===== src/rtl/cache_pkg.sv =====
// Shared types and default widths for the data-cache sequencing controller.
package cache_pkg;

  localparam int unsigned ADDR_W   = 15;
  localparam int unsigned OFFSET_W = 2;
  localparam int unsigned CNT_W    = 16;
  localparam int unsigned TAG_W    = 3;

  typedef enum logic [2:0] {
    IDLE     = 3'd0,
    COMPARE  = 3'd1,
    MEM_WAIT = 3'd2,
    WRITE    = 3'd3,
    RECHECK  = 3'd4,
    DONE     = 3'd5
  } state_e;

endpackage


===== src/rtl/cache_controller_if.sv =====
// Request, datapath-control and statistics bundle between requester/datapath and controller.
interface cache_controller_if #(
  parameter int unsigned ADDR_W   = cache_pkg::ADDR_W,
  parameter int unsigned OFFSET_W = cache_pkg::OFFSET_W,
  parameter int unsigned CNT_W    = cache_pkg::CNT_W
);

  logic                req;
  logic [ADDR_W-1:0]   req_addr;
  logic                cache_valid;
  logic                is_wanted_data;
  logic                main_mem_ready;
  logic [ADDR_W-1:0]   address;
  logic [OFFSET_W-1:0] C_offset;
  logic                C_main_mem_miss;
  logic                C_write_cache;
  logic                busy;
  logic                done;
  logic                was_hit;
  logic [CNT_W-1:0]    hit_count;
  logic [CNT_W-1:0]    miss_count;

  modport master (
    output req, req_addr, cache_valid, is_wanted_data, main_mem_ready,
    input  address, C_offset, C_main_mem_miss, C_write_cache,
           busy, done, was_hit, hit_count, miss_count
  );

  modport slave (
    input  req, req_addr, cache_valid, is_wanted_data, main_mem_ready,
    output address, C_offset, C_main_mem_miss, C_write_cache,
           busy, done, was_hit, hit_count, miss_count
  );

endinterface


===== src/rtl/sat_counter.sv =====
// Saturating up-counter with synchronous clear; holds at all-ones instead of wrapping.
module sat_counter #(
  parameter int unsigned CNT_W = cache_pkg::CNT_W
) (
  input  logic             clk,
  input  logic             clr,
  input  logic             inc,
  output logic [CNT_W-1:0] count
);

  logic [CNT_W-1:0] cnt_q;
  logic [CNT_W-1:0] cnt_d;

  // Next count: clear wins, increment only below the ceiling.
  always_comb begin
    cnt_d = cnt_q;
    if (clr) begin
      cnt_d = '0;
    end else if (inc && (cnt_q != '1)) begin
      cnt_d = cnt_q + CNT_W'(1);
    end
  end

  // Count register.
  always_ff @(posedge clk) begin
    cnt_q <= cnt_d;
  end

  assign count = cnt_q;

endmodule


===== src/rtl/cache_controller.sv =====
// Read-miss sequencer: probe, 4-word block fill from main memory, re-probe, report.
module cache_controller
  import cache_pkg::*;
#(
  parameter int unsigned ADDR_W   = cache_pkg::ADDR_W,
  parameter int unsigned OFFSET_W = cache_pkg::OFFSET_W,
  parameter int unsigned CNT_W    = cache_pkg::CNT_W
) (
  input logic               clk,
  input logic               rst,
  cache_controller_if.slave bus
);

  state_e              state_q, state_d;
  logic [ADDR_W-1:0]   addr_q, addr_d;
  logic [OFFSET_W-1:0] off_q, off_d;
  logic                was_hit_q, was_hit_d;
  logic                fill_err_q, fill_err_d;

  logic [ADDR_W-1:0]   address_q, address_d;
  logic [OFFSET_W-1:0] c_offset_q, c_offset_d;
  logic                mem_miss_q, mem_miss_d;
  logic                write_cache_q, write_cache_d;
  logic                busy_q, busy_d;
  logic                done_q, done_d;

  logic                hit_c;
  logic                hit_inc_c;
  logic                miss_inc_c;
  logic [ADDR_W-1:0]   blk_addr_c;

  assign hit_c = bus.cache_valid & bus.is_wanted_data;

  // Next-state, offset counter, latched address and output decode of the next state.
  always_comb begin
    state_d    = state_q;
    addr_d     = addr_q;
    off_d      = off_q;
    was_hit_d  = was_hit_q;
    fill_err_d = fill_err_q;
    hit_inc_c  = 1'b0;
    miss_inc_c = 1'b0;

    case (state_q)
      IDLE: begin
        if (bus.req) begin
          addr_d  = bus.req_addr;
          state_d = COMPARE;
        end
      end
      COMPARE: begin
        if (hit_c) begin
          was_hit_d = 1'b1;
          hit_inc_c = 1'b1;
          state_d   = DONE;
        end else begin
          was_hit_d  = 1'b0;
          miss_inc_c = 1'b1;
          off_d      = '0;
          state_d    = MEM_WAIT;
        end
      end
      MEM_WAIT: begin
        if (bus.main_mem_ready) begin
          state_d = WRITE;
        end
      end
      WRITE: begin
        if (off_q == '1) begin
          off_d   = '0;
          state_d = RECHECK;
        end else begin
          off_d   = off_q + OFFSET_W'(1);
          state_d = MEM_WAIT;
        end
      end
      RECHECK: begin
        if (!hit_c) begin
          fill_err_d = 1'b1;
        end
        state_d = DONE;
      end
      DONE: begin
        state_d = IDLE;
      end
      default: begin
        state_d = IDLE;
      end
    endcase

    // Outputs are registered from the next state so they line up with state_q.
    blk_addr_c    = {addr_d[ADDR_W-1:OFFSET_W], OFFSET_W'(0)};
    address_d     = '0;
    c_offset_d    = '0;
    mem_miss_d    = 1'b0;
    write_cache_d = 1'b0;
    busy_d        = (state_d != IDLE);
    done_d        = (state_d == DONE);
    case (state_d)
      COMPARE, RECHECK: begin
        address_d = addr_d;
      end
      MEM_WAIT: begin
        address_d  = blk_addr_c;
        c_offset_d = off_d;
        mem_miss_d = 1'b1;
      end
      WRITE: begin
        address_d     = blk_addr_c;
        c_offset_d    = off_d;
        mem_miss_d    = 1'b1;
        write_cache_d = 1'b1;
      end
      default: begin
        address_d = '0;
      end
    endcase
  end

  // State, control and output registers with synchronous reset.
  always_ff @(posedge clk) begin
    if (rst) begin
      state_q       <= IDLE;
      addr_q        <= '0;
      off_q         <= '0;
      was_hit_q     <= 1'b0;
      fill_err_q    <= 1'b0;
      address_q     <= '0;
      c_offset_q    <= '0;
      mem_miss_q    <= 1'b0;
      write_cache_q <= 1'b0;
      busy_q        <= 1'b0;
      done_q        <= 1'b0;
    end else begin
      state_q       <= state_d;
      addr_q        <= addr_d;
      off_q         <= off_d;
      was_hit_q     <= was_hit_d;
      fill_err_q    <= fill_err_d;
      address_q     <= address_d;
      c_offset_q    <= c_offset_d;
      mem_miss_q    <= mem_miss_d;
      write_cache_q <= write_cache_d;
      busy_q        <= busy_d;
      done_q        <= done_d;
    end
  end

  // First-probe hit statistics.
  sat_counter #(.CNT_W(CNT_W)) u_hit_cnt (
    .clk   (clk),
    .clr   (rst),
    .inc   (hit_inc_c),
    .count (bus.hit_count)
  );

  // First-probe miss statistics.
  sat_counter #(.CNT_W(CNT_W)) u_miss_cnt (
    .clk   (clk),
    .clr   (rst),
    .inc   (miss_inc_c),
    .count (bus.miss_count)
  );

  assign bus.address         = address_q;
  assign bus.C_offset        = c_offset_q;
  assign bus.C_main_mem_miss = mem_miss_q;
  assign bus.C_write_cache   = write_cache_q;
  assign bus.busy            = busy_q;
  assign bus.done            = done_q;
  assign bus.was_hit         = was_hit_q;

endmodule


===== src/flat_wrapper.sv =====
// flat-port wrapper written by rule: the top's interface ports become plain ports
module cache_controller_flat import cache_pkg::*;
#(
  parameter int unsigned ADDR_W   = cache_pkg::ADDR_W,
  parameter int unsigned OFFSET_W = cache_pkg::OFFSET_W,
  parameter int unsigned CNT_W    = cache_pkg::CNT_W
)
  (clk, rst, bus_req, bus_req_addr, bus_cache_valid, bus_is_wanted_data, bus_main_mem_ready, bus_address, bus_C_offset, bus_C_main_mem_miss, bus_C_write_cache, bus_busy, bus_done, bus_was_hit, bus_hit_count, bus_miss_count);
  cache_controller_if #(.ADDR_W(ADDR_W), .OFFSET_W(OFFSET_W), .CNT_W(CNT_W)) bus_i ();
  input logic clk;
  input logic rst;
  input wire logic [$bits(bus_i.req)-1:0] bus_req;
  input wire logic [$bits(bus_i.req_addr)-1:0] bus_req_addr;
  input wire logic [$bits(bus_i.cache_valid)-1:0] bus_cache_valid;
  input wire logic [$bits(bus_i.is_wanted_data)-1:0] bus_is_wanted_data;
  input wire logic [$bits(bus_i.main_mem_ready)-1:0] bus_main_mem_ready;
  output wire logic [$bits(bus_i.address)-1:0] bus_address;
  output wire logic [$bits(bus_i.C_offset)-1:0] bus_C_offset;
  output wire logic [$bits(bus_i.C_main_mem_miss)-1:0] bus_C_main_mem_miss;
  output wire logic [$bits(bus_i.C_write_cache)-1:0] bus_C_write_cache;
  output wire logic [$bits(bus_i.busy)-1:0] bus_busy;
  output wire logic [$bits(bus_i.done)-1:0] bus_done;
  output wire logic [$bits(bus_i.was_hit)-1:0] bus_was_hit;
  output wire logic [$bits(bus_i.hit_count)-1:0] bus_hit_count;
  output wire logic [$bits(bus_i.miss_count)-1:0] bus_miss_count;
  assign bus_i.req = bus_req;
  assign bus_i.req_addr = bus_req_addr;
  assign bus_i.cache_valid = bus_cache_valid;
  assign bus_i.is_wanted_data = bus_is_wanted_data;
  assign bus_i.main_mem_ready = bus_main_mem_ready;
  assign bus_address = bus_i.address;
  assign bus_C_offset = bus_i.C_offset;
  assign bus_C_main_mem_miss = bus_i.C_main_mem_miss;
  assign bus_C_write_cache = bus_i.C_write_cache;
  assign bus_busy = bus_i.busy;
  assign bus_done = bus_i.done;
  assign bus_was_hit = bus_i.was_hit;
  assign bus_hit_count = bus_i.hit_count;
  assign bus_miss_count = bus_i.miss_count;
  cache_controller #(.ADDR_W(ADDR_W), .OFFSET_W(OFFSET_W), .CNT_W(CNT_W)) u_core (.clk(clk), .rst(rst), .bus(bus_i));
endmodule

===== config.mk =====
export PLATFORM = sky130hd
export DESIGN_NAME = cache_controller_flat
export DESIGN_NICKNAME = d
export VERILOG_FILES = /design/src/rtl/cache_pkg.sv /design/src/rtl/cache_controller_if.sv /design/src/rtl/sat_counter.sv /design/src/rtl/cache_controller.sv /design/src/flat_wrapper.sv
export SDC_FILE = /design/constraint.sdc
export NUM_CORES = 1
export LEC_CHECK = 0
export CORE_MARGIN = 5
export CORE_UTILIZATION = 53
export DETAILED_ROUTE_END_ITERATION = 6
export PLACE_DENSITY_LB_ADDON = 0.1
export SETUP_SLACK_MARGIN = 0.15
export SLEW_MARGIN = 40
export SYNTH_ARGS = -nofsm -noshare
export SYNTH_HDL_FRONTEND = slang
export SYNTH_SLANG_ARGS = --single-unit

===== constraint.sdc =====
create_clock -name clk -period 4.4 [get_ports clk]
set_clock_uncertainty 0.15 [all_clocks]
set_input_delay 0.88 -clock clk [delete_from_list [all_inputs] [get_ports clk]]
set_output_delay 0.88 -clock clk [all_outputs]
set_load 0.05 [all_outputs]

# Word level (Yosys, flattened, before mapping)

Cells that the tools add are included.
W data, S select, Z words.

Register bits: 74
Word-level logic and storage cells: 53

Add/subtract/negate cells: 3
Equality and inequality tests: 12
Multiplexer cells: 17
Bitwise logic cells: 2
Reduce and logical (&&, ||, !) cells: 7

Operator list:

| kind                    | count |
|---|---|
| $add A16 B1 Y16 const B | 2 |
| $ne A16 B16 Y1 const B  | 2 |
| $mux W15                | 2 |
| $pmux W15 S2            | 1 |
| $pmux W3 S5             | 1 |
| $eq A3 B2 Y1 const B    | 4 |
| $mux W3                 | 4 |
| $eq A3 B3 Y1 const B    | 3 |
| $eq A3 B1 Y1 const B    | 2 |
| $mux W1                 | 6 |
| $reduce_or A2 Y1        | 3 |
| $mux W2                 | 2 |
| $pmux W2 S2             | 1 |
| $logic_not A3 Y1        | 1 |
| $reduce_bool A3 Y1      | 1 |
| $add A2 B1 Y2 const B   | 1 |
| $eq A2 B2 Y1 const B    | 1 |
| $logic_and A1 B1 Y1     | 2 |
| $and A1 B1 Y1           | 1 |
| $not A1 Y1              | 1 |

# Longest topological paths before layout

Depth after elaboration: 7
Depth in mapped cells: 6
Gate-level depth less buffers: 5

# By module

A second synthesis with hierarchy kept.

Cells, all modules: 342
Area total of the unflattened synthesis: 3,229.3 sq um

By module, submodules not included:

| module           | times used | cells an instance | area each (sq um) | sequential area each (sq um) |
|---|---|---|---|---|
| sat_counter      | 2          | 99                | 848.3             | 320.3 |
| cache_controller | 1          | 144               | 1,532.7           | 840.8 |

# Least setup slack after synthesis

No wires, ideal clock.

Path type: flip-flop to flip-flop
Start: register u_core.u_hit_cnt.cnt_q[0] (netlist: u_core.u_hit_cnt.count[0])
End: register u_core.u_hit_cnt.cnt_q[8] (netlist: u_core.u_hit_cnt.count[8])
Library setup time: 0.070 ns
Data arrival time: 2.292 ns
Path slack: 1.888 ns
Cell stages (with the launch flop): 7
Buffers on the path: 1
Cells stage by stage: dfxtp_1 ha_1 inv_1 or4_1 buf_2 or4_1 a21oi_1

Cells in the longest elaborated chain, start to end: 2
Elaborated cells on any way between the ends: 3
Those cells by class: 1 x add/sub; 1 x eq/ne; 1 x reduce/logical

RTL lines:

| element                                                 | line              | source |
|---|---|---|
| from (decl)                                             | sat_counter.sv:11 | `logic [CNT_W-1:0] cnt_q;` |
| from (signal assigned)                                  | sat_counter.sv:26 | `cnt_q <= cnt_d;` |
| branches (longest 2 deep; another with $add A16 B1 Y16) | --                |  |

Several ways; the timed one is not identified.
A chain may end at the register's enable or synchronous reset.

# Final worst setup path

Start: input bus_is_wanted_data
End: register u_core.u_hit_cnt.cnt_q[11] (netlist: u_core.u_hit_cnt.count[11])

Cells in the longest elaborated chain, start to end: 4

RTL lines:

| element             | line                   | source |
|---|---|---|
| from (decl)         | flat_wrapper.sv:15     | `input wire logic [$bits(bus_i.is_wanted_data)-1:0] bus_is_wanted_data;` |
| $and A1 B1 Y1       | cache_controller.sv:32 | `assign hit_c = bus.cache_valid & bus.is_wanted_data;` |
| $mux W1             | cache_controller.sv:52 | `if (hit_c) begin` |
| $mux W1             | cache_controller.sv:44 | `case (state_q)` |
| $logic_and A1 B1 Y1 | sat_counter.sv:19      | `end else if (inc && (cnt_q != '1)) begin` |

Every way passes these cells.

==> results.md <==
- The sequential cell area fraction in the yosys report is 48.1%.
- In the final timing run, aggregate negative setup slack is 0 ns.
- After synthesis, the largest area contributor takes up 48.1% of total cell area.
- The achievable clock frequency is 0.341 GHz.
- The final cycle utilization of the critical path is 66.6%.
- The placement row count is 27.
- For this run, the post-layout net count is 448.
- The flow ran to the end, and the final reports show no timing, DRC or antenna violations.
- The type of element launching the critical path is a primary input.
- In the final routed layout, each cell accounts on average for 14.8 um.
- The share of layout cells above drive strength 1 is 7.93%.
- The first global-routing pass estimated 12100 um of wire.
- Setup repair after global routing left no endpoint under its margin.
- The highest routed metal layer is met4.
- The initial antenna violation count is 0.
- The maximum number of pins on one net before global-route repair is 41.
- Detailed routing placed a total of 3590 um of wire on met2.
- Setup violations remaining at the end of the flow were counted as 0.
- Measured on the finished design, the core utilization comes to 73.5%.
- In this run the vertical extent of the chip is 86.2 um.
- The synthesized design contains 74 register bits.
- The dominant register cell in the synthesized netlist is dfxtp_1.
- Buffers added to address setup during post-CTS repair amount to 0.
- The final wirelength is 7410 um.
- The worst setup path is of the in2reg kind.
- The slowest library cell on the worst path is or4_1.
- The library cell with the largest summed area after synthesis is dfxtp_1.
- The repair_antennas step left the layout with diodes totalling 0.
- The aggregate global-route resource usage is 19.9%.
- At the later pin of the worst-skew pair, clock insertion delay measures 0.34 ns.
- The number of hold violations in the final report came to 0.
- The wire length the detailed router placed on met1 is 3290 um.
- In the synthesized netlist the async set-or-reset flop fraction comes to 0%.
- When the netlist entered floorplanning its net count stood at 377.
- Detailed placement finished with a half-perimeter wire length of 5150 um.
- VDD sags by at most 0.178 mV.
- The number of ports placed on the die boundary is 75.
- The clock net in this run drives a total of 74 sinks.
- The number of gates resized after CTS was 0.
- The number of buffers inserted during clock tree synthesis is 9.
- The via count of the routed design is 2893.
- The count of nets left with antenna violations once routing finished came out at 0.
- The worst slew margin relative to its limit is 49.1%.
- The total grt overflow is 0.
- The number of distinct library cells after synthesis is 41.
- The cell area after synthesis is 0.00308 mm^2.
- The number of hold buffers added after CTS was 0.
- The routed length on met3 is 465 um.
- The total of max-cap violations is 0.
- TritonCTS built the clock tree.
- In this run, synthesis inferred 0 flip-flops with an integrated enable.
- The post-detailed-route DRC marker count is 0.
- On the worst path, the slowest cell contributes a delay of 0.73 ns.
- STA puts the critical path data arrival time at 3.05 ns.
- In the synthesized netlist, the number of instances is 353.
- The die covers 0.00744 mm^2.
- The x dimension of the die is 86.2 um.
- The tree is rooted in a clkbuf_8.
- The worst-case clock buffer depth is 2.
- The path category of the worst min-delay check is reg2reg.
- The family of cells with the greatest summed delay on the critical path is simple AND/OR/NAND/NOR gates.
- The average instance area after synthesis is 8.73 um^2.
- Of all nets on the critical path, the largest fanout is 10.
- Among the stages of the critical path, the cell type that occurs most often is or4_1.
- The signal on the critical path passes through clkdlybuf4s50_1 > nand2_1 > or4_1 > or4_1 > a21oi_1.
- The completed layout was analyzed and its total power is 0.00143 W.
- After clock tree synthesis, the clock-pin slew on the worst setup and hold paths is 0.08 ns.
- The H-tree generated during clock tree synthesis spans 3 levels.
- The slew at the pin closest to its max-slew limit is 0.761 ns.
- Relative to the synthesized area, the layout overhead comes to 33.0%.
- For this run, the number of Yosys warnings is 0.
- The initial core utilization is 55.3%.
- The per-cell via count in the routed design is 5.77.
- Summed over all cells, the static leakage comes to 1.38 nW.
- The total buffers and inverters traversed by the critical path is 1.
- Power spread over the standard cell area amounts to 350 mW/mm^2.
- The via count of the first global-routing pass was 2633.
- The number of detailed-routing iterations run before antenna repair is 4.
- In the synthesized netlist, the cells that appear most often are dfxtp_1, nand2_1, a21oi_1.
- At the worst endpoint, the required time is 4.52 ns.
- The library cell with the highest instance count after synthesis is dfxtp_1.
- At the end of routability-driven placement, the weighted congestion stood at 0.789.
- The total core area is 0.00557 mm^2.
- Buffers placed on the I/O ports in this run total 74.
- Sorting the synthesized cells by area gives the leading types as dfxtp_1, a21oi_1, nand2_1, or4_1, and2_1.
- The max-slew violation count was 0.
- The detailed router's first-iteration violation count is 137.
- The endpoint type of the worst setup path is a flip-flop.
- The post-route minimum period is 2.93 ns.
==> per-stage QoR <==
stage / area, um^2 / instances / hold WS, ns / worst slack [ns]
after floorplan: 3080 / 353 / 0.284 / 1.89
after global placement: 3860 / 485 / 0.289 / 1.18
after detailed placement: 3870 / 485 / 0.295 / 1.12
after CTS: 4080 / 501 / 0.305 / 1.47
after global routing: 4100 / 501 / 0.333 / 1.35
final: 4100 / 501 / 0.307 / 1.47
==> power by group <==
group	internal [W]	total, W	switching (W)
clock	0.000290	0.000535	0.000245
sequential	0.000697	0.000713	0.0000158
combinational	0.0000687	0.000185	0.000116
==> worst paths after layout <==
kind                                      from                                        to  slack (ns)  depth (start not counted)
hold / removal    u_core.addr_q[14]$_SDFF_PP0_              u_core.addr_q[14]$_SDFF_PP0_        0.31                          2
hold reg to reg   u_core.addr_q[14]$_SDFF_PP0_              u_core.addr_q[14]$_SDFF_PP0_        0.31                          2
setup reg to reg  u_core.state_q[0]$_SDFF_PP0_  u_core.u_miss_cnt.count[10]$_SDFFE_PP0P_        1.70                          4
setup / recovery            bus_is_wanted_data   u_core.u_hit_cnt.count[11]$_SDFFE_PP0P_        1.47                          5
==> metal layers <==
metal  GRT usage (%)  vias up
met5               0        -
met4            5.52        0
met3            5.51        9
met2            34.1      102
met1            24.7     1337
li1                -     1445
==> cells by family (layout without fill, tap and decap cells) <==
family | after synthesis | in the layout | synth area share [%]
AO/OA/AOI/OAI | 82 | 82 | 16.4
buffers and inverters | 21 | 97 | 2.64
adder cells (fa/ha/maj) | 3 | 3 | 1.22
multiplexers | 9 | 9 | 3.21
flip-flops | 74 | 74 | 48.1
AND/OR/NAND/NOR | 164 | 164 | 28.5
==> sequential cells by signal, summed over array words and instances (netlist names) <==
register                    count
u_core.bus.C_offset             2
u_core.bus.done                 1
u_core.bus.busy                 1
u_core.bus.address             15
u_core.off_q                    2
u_core.state_q                  3
u_core.bus.C_write_cache        1
u_core.u_hit_cnt.count         16
u_core.addr_q                  15
u_core.u_miss_cnt.count        16
u_core.bus.C_main_mem_miss      1
u_core.bus.was_hit              1
==> final cells by class <==
class | count | area (um^2)
multi-input combinational | 258 | 1550
sequential | 74 | 1480
fill | 417 | 1480
timing repair buffer | 76 | 751
clock buffer | 11 | 151
tap | 72 | 90.1
clock inverter | 5 | 52.6
inverter | 5 | 18.8
==> cell usage in the layout, fill, tap and decap left out, types with 6 or more instances in the layout <==
cell,n
clkdlybuf4s50_1,73
a21oi_1,40
nor3_1,6
o21ai_0,8
and2_1,17
o31ai_1,13
or4_1,15
nand3_1,13
dfxtp_1,74
nor2_1,15
clkbuf_8,11
nand2_1,52
mux2_2,7
nor2b_1,9
nand4_1,13
==> worst register-to-register path: stages (launching register included) <==
cell,delay [ns]
dfxtp_1,0.56
nor3b_1,0.69
nand3_1,0.49
or4_1,0.59
a21oi_1,0.15
(Power assumes the default switching activity.)
